`config.mk`:
```
export PLATFORM = sky130hd
export DESIGN_NAME = k_alu_shift_pipe
export DESIGN_NICKNAME = d
export VERILOG_FILES = /design/src/rtl/k_alu_shift_pipe.sv
export SDC_FILE = /design/constraint.sdc
export NUM_CORES = 1
export LEC_CHECK = 0
export BUFFER_PORTS_ARGS = -buffer_cell sky130_fd_sc_hd__buf_4
export CORE_ASPECT_RATIO = 0.5
export CORE_MARGIN = 2
export CORE_UTILIZATION = 40
export DETAILED_ROUTE_END_ITERATION = 6
export PLACE_DENSITY = 0.68
export SLEW_MARGIN = 10
export SYNTH_ARGS = -nofsm -noshare
export SYNTH_HDL_FRONTEND = slang
export SYNTH_SLANG_ARGS = --single-unit
```
`constraint.sdc`:
```
create_clock -name clk -period 3.3 [get_ports clk]
set_input_delay 0.66 -clock clk [delete_from_list [all_inputs] [get_ports clk]]
set_output_delay 0.66 -clock clk [all_outputs]
set_load 0.005 [all_outputs]
```
`src/rtl/k_alu_shift_pipe.sv`:
```
// k_alu_shift_pipe: pipelined barrel shifter, one shift-amount bit per stage.
// Define KALU_SHIFT_ROTATE_EN to build op 11 as rotate right.
module k_alu_shift_pipe #(
    parameter  int WIDTH = 8,
    parameter  int TAG_W = 4,
    localparam int SHW   = $clog2(WIDTH)
) (
    input  logic             clk,
    input  logic             rst_n,
    input  logic             in_valid,
    output logic             in_ready,
    input  logic [1:0]       in_op,
    input  logic [WIDTH-1:0] in_a,
    input  logic [SHW-1:0]   in_amt,
    input  logic [TAG_W-1:0] in_tag,
    output logic             out_valid,
    input  logic             out_ready,
    output logic [WIDTH-1:0] out_res,
    output logic             out_carry,
    output logic [TAG_W-1:0] out_tag
);

    localparam logic [1:0] OP_SLL = 2'b00;
    localparam logic [1:0] OP_SRL = 2'b01;
    localparam logic [1:0] OP_SRA = 2'b10;
    localparam logic [1:0] OP_ROR = 2'b11;

    typedef struct packed {
        logic             v;
        logic [1:0]       op;
        logic [SHW-1:0]   amt;
        logic             sgn;
        logic             c;
        logic [TAG_W-1:0] tag;
        logic [WIDTH-1:0] d;
    } stg_t;

    logic stall;

    for (genvar k = 0; k < SHW; k++) begin : g_stg
        localparam int SH = 1 << k;

        stg_t src;
        stg_t nxt;
        stg_t st_q;
        logic is_sll;
        logic is_srl;
        logic is_sra;
        logic is_ror;

        if (k == 0) begin : g_head
            always_comb begin
                src     = '0;
                src.v   = in_valid;
                src.op  = in_op;
                src.amt = in_amt;
                src.sgn = in_a[WIDTH-1];
                src.c   = 1'b0;
                src.tag = in_tag;
                src.d   = in_a;
            end
        end else begin : g_body
            assign src = g_stg[k-1].st_q;
        end

        assign is_sll = (src.op == OP_SLL);
        assign is_srl = (src.op == OP_SRL);
        assign is_sra = (src.op == OP_SRA);
        assign is_ror = (src.op == OP_ROR);

        always_comb begin
            nxt = src;
            if (src.amt[k]) begin
                unique case (1'b1)
                    is_sll: begin
                        nxt.d = {src.d[WIDTH-SH-1:0], {SH{1'b0}}};
                        nxt.c = src.d[WIDTH-SH];
                    end
                    is_srl: begin
                        nxt.d = {{SH{1'b0}}, src.d[WIDTH-1:SH]};
                        nxt.c = src.d[SH-1];
                    end
                    is_sra: begin
                        nxt.d = {{SH{src.sgn}}, src.d[WIDTH-1:SH]};
                        nxt.c = src.d[SH-1];
                    end
`ifdef KALU_SHIFT_ROTATE_EN
                    is_ror: begin
                        // carry is the new MSB, i.e. the bit wrapped around
                        nxt.d = {src.d[SH-1:0], src.d[WIDTH-1:SH]};
                        nxt.c = src.d[SH-1];
                    end
`else
                    is_ror: begin
                        nxt.d = src.d;
                        nxt.c = src.c;
                    end
`endif
                    default: begin
                        nxt.d = src.d;
                        nxt.c = src.c;
                    end
                endcase
            end
        end

        always_ff @(posedge clk or negedge rst_n) begin
            if (!rst_n) begin
                st_q <= '0;
            end else if (!stall) begin
                st_q.v <= nxt.v;
                if (nxt.v) begin
                    st_q <= nxt;
                end
            end
        end
    end

    assign out_valid = g_stg[SHW-1].st_q.v;
    assign out_res   = g_stg[SHW-1].st_q.d;
    assign out_carry = g_stg[SHW-1].st_q.c;
    assign out_tag   = g_stg[SHW-1].st_q.tag;

    assign stall    = out_valid & ~out_ready;
    assign in_ready = ~stall;

    logic unused_tail;
    assign unused_tail = ^{g_stg[SHW-1].st_q.op,
                           g_stg[SHW-1].st_q.amt,
                           g_stg[SHW-1].st_q.sgn};

endmodule
```
==> impl.org <==
** Cells and area
- Registers take around 1300 um2.
- Most frequent cells in the layout :: sky130_fd_sc_hd__dfrtp_1, sky130_fd_sc_hd__buf_4, sky130_fd_sc_hd__o21ai_0
- Counting the fill cells in the layout gives 566.
- In the final layout, the share of cells above drive strength 1 is roughly 26%.
- Growth of design area from synthesis to finish :: 16.8%
- The net count of the finished layout is 304.
- Most common library cell in the layout ignoring fill and taps :: sky130_fd_sc_hd__dfrtp_1
- 0 antenna diodes ended up in the layout.
- Once layout is complete, the utilization of the core stands at 49.5%.
- Multi-input gate area :: ~1200 um2
- The finished cells cover around 3100 um2.

** Synth
- Number of flip-flops and latches in the synthesized netlist :: 51
- After synthesis, the netlist uses 31 different library cells.
- The number of nets handed over by synthesis was 278.
- For this run, the register share of the synthesized area comes to around half.
- After synthesis the cells add up to roughly 2600 um2.
- Each instance of the synthesized netlist takes up on average 10.8 um2.
- Synthesis produced a netlist whose cell count is roughly 250.
- Top post-synthesis cells by area :: sky130_fd_sc_hd__dfrtp_1, sky130_fd_sc_hd__mux2_4, sky130_fd_sc_hd__ha_1, sky130_fd_sc_hd__a221oi_1, sky130_fd_sc_hd__o21ai_0
- Cell type contributing the most total cell area after synthesis :: sky130_fd_sc_hd__dfrtp_1
- During synthesis, Yosys emitted a total of 0 warnings.
- Area fraction of the dominant cell type after synthesis :: around 48%

** GRT
- First-pass GRT wire length :: roughly 9100 um
- Entering global routing, the biggest net connects 52 pins.
- Total global-route track usage :: 16.1%
- The initial antenna violation count was 0.
- The via count of the first global-routing pass was between 1500 and 2000.
- GRT Residual Overflow :: 0

** Power
- Combinational cells account for 35.7% of the total power.
- Internal power comes to about 0.0017 W.
- Net switching is about a third of the power.
- The share of total power dissipated in the clock network is a little under a quarter.
- The analysis attributes to net switching a power of 0.000917 W.
- Across the VDD grid, the largest voltage drop is roughly 0.00027 V.
- Fraction of power consumed by sequential logic :: between 40% and 50%
- Power density relative to cell area :: 858 nW/um2
- Leak Pwr :: about 1.4 nW

** Placement
- Detailed placement ended at an HPWL of a little over 4000 um.
- Gpl congestion :: around 0.84
- Place WS :: between 1000 and 1500 ps
- Cell area after placement :: 2910 um2
- Buffers placed on the I/O ports in this run total 35.

** Routing
- The pre-antenna-repair detailed-routing pass consisted of 4 iterations.
- Count of antenna-violating nets left after detailed routing :: 0
- The detailed router finished its first iteration with approximately 190 violations.
- In the final routed layout, each cell accounts on average for around 15 um.
- Vias post-DR :: 1962
- Summed over all layers, the routed wires come to 5480 um.
- Vias per cell :: roughly 5.5
- After detailed routing, the number of remaining DRC violations is 0.

** Floorplanning
- The die is between 60 and 70 um tall.
- The die is approximately 120 um wide.
- Ports placed on the boundary :: 36
- Core Rows :: 20
- Starting utilization of the core area :: a little over two fifths
- Floorplan Core Area :: 6230 um2
- Total die area :: roughly 7300 um2

** STA
- Adding up every negative setup slack in the final design gives 0 ps.
- Clock skew on the completed layout was measured at approximately 8 ps.
- Total of endpoints with negative setup slack in the final report :: 0
- Highest achievable clock rate :: between 400 and 500 MHz
- Post-route setup slack :: roughly 1100 ps
- Tightest slew margin relative to the limit :: between 60% and 70%
- The number of max-slew violations in the final report is 0.
- Period minus WS final :: ~2200 ps
- Setup repair after global routing missed its margin :: no
- Final Cycle Share :: 66.3%
- At the pin with the least slew margin, the transition time is around 600 ps.
- Hold violation count in the final report :: 0

** Worst setup path
- Arrival time of data at the critical path endpoint :: approximately 1500 ps
- Slack of the worst reg-to-reg path :: between 1500 and 2000 ps
- In this run the critical register-to-register path is captured at g_stg[1].st_q[8]$_DFFE_PN0P_.
- Reg2reg start :: g_stg[0].st_q[19]$_DFFE_PN0N_
- Critical path fanouts, max :: 24
- Crit path capture type :: primary output
- The setup path with the least slack is of type in2out.
- Kind of start point of the critical path :: input pin
- Tracing the worst setup path back leads to its startpoint at out_ready.
- Number of cells traversed by the worst register-to-register path :: 3
- Required time at the endpoint of the critical path :: 2640 ps

** Clocking
- CTS tree :: done
- In this run, post-CTS repair resized a total of 0 instances.
- After clock tree synthesis, the setup repair step added 0 buffers.
- The clock drives 51 sinks.
- Clock buffers created by TritonCTS :: 5
- The later pin in the worst-skew pair is clocked with a latency of just under 300 ps.
- Reg clk slew, reported paths :: roughly 70 ps
- Clock Tree Buf Depth :: 2
- Total of hold buffers inserted after clock tree synthesis :: 0
- Cell at the root of the clock tree :: sky130_fd_sc_hd__clkbuf_16
- H-tree depth :: 2

** Min path
- The worst hold path belongs to the class in2async.

** Job
- Across the run, the number of max-cap violations was 0.

** Outcome
- Status :: completed
==> registers in the layout (all words and copies together), names as in the netlist <==
register / count
g_stg.st_q: 37
out_res: 8
out_tag: 4
out_carry: 1
out_valid: 1
==> synthesized netlist by cell type (all sizes together) <==
cell type	instances
and4b	5
nand2	11
buf	9
ha	12
a22oi	1
dfrtp	51
clkbuf	7
o21ai	21
inv	10
a221oi	13
nor2b	4
a31oi	13
or2	3
nor2	16
nand3	17
mux2	17
nand2b	3
o31ai	14
a21oi	18
==> area by class of cell <==
cell class / instances / share of cell area, %
well taps: 88 / 3.57
inverters: 10 / 1.38
flip-flops and latches: 51 / 41.4
clock buffers: 6 / 4.50
repair buffers: 35 / 8.52
clock inverters: 2 / 1.14
multi-input cells: 168 / 39.5
==> worst max path at each step <==
stage	to	slack [ps]
2_1_floorplan	in_ready	1550
3_3_place_gp	in_ready	1160
3_5_place_dp	in_ready	1130
4_1_cts	in_ready	1130
5_1_grt	in_ready	1040
6_report	in_ready	1110
==> logic make-up (layout without fill, tap and decap cells) <==
kind of cell / count (synthesis) / in the layout / share of synthesized area (%)
muxes: 17 / 17 / 8.81
buffers and inverters: 26 / 53 / 5.54
and+or+nand+nor: 59 / 59 / 12.6
AOI/OAI and AO/OA: 80 / 80 / 19.0
adders and majority gates: 12 / 12 / 5.68
DFF: 51 / 51 / 48.3
==> worst max-delay path, stage by stage <==
cell	delay (ps)
sky130_fd_sc_hd__buf_4	120
sky130_fd_sc_hd__nor2b_4	390
sky130_fd_sc_hd__inv_6	170
sky130_fd_sc_hd__buf_4	180
==> metrics by stage <==
step / total power, W / hold slack (ps) / cells
floorplan: 0.00174 / 364 / 245
global placement: 0.00202 / 484 / 352
detailed placement: 0.00205 / 496 / 352
CTS: 0.00266 / 407 / 360
global route: 0.00282 / 433 / 360
finish: 0.00265 / 377 / 360
==> power groups by stage <==
stage | Sequential, W | Combinational (W) | Clock [W]
global route | 0.00113 | 0.00105 | 0.000634
CTS | 0.00110 | 0.000955 | 0.000608
detailed placement | 0.00110 | 0.000950 | 0
global placement | 0.00109 | 0.000929 | 0
finish | 0.00110 | 0.000945 | 0.000602
floorplan | 0.00104 | 0.000699 | 0
==> metal layers <==
metal  vias to the layer above  track usage [%]  routed length, um
met5                         -                0                  0
met4                         0             6.29                 80
met3                         7             3.52                304
met2                        51             25.0               2360
met1                       946             22.6               2730
li1                        958                -                  -
Power figures use the tool's default switching activity.
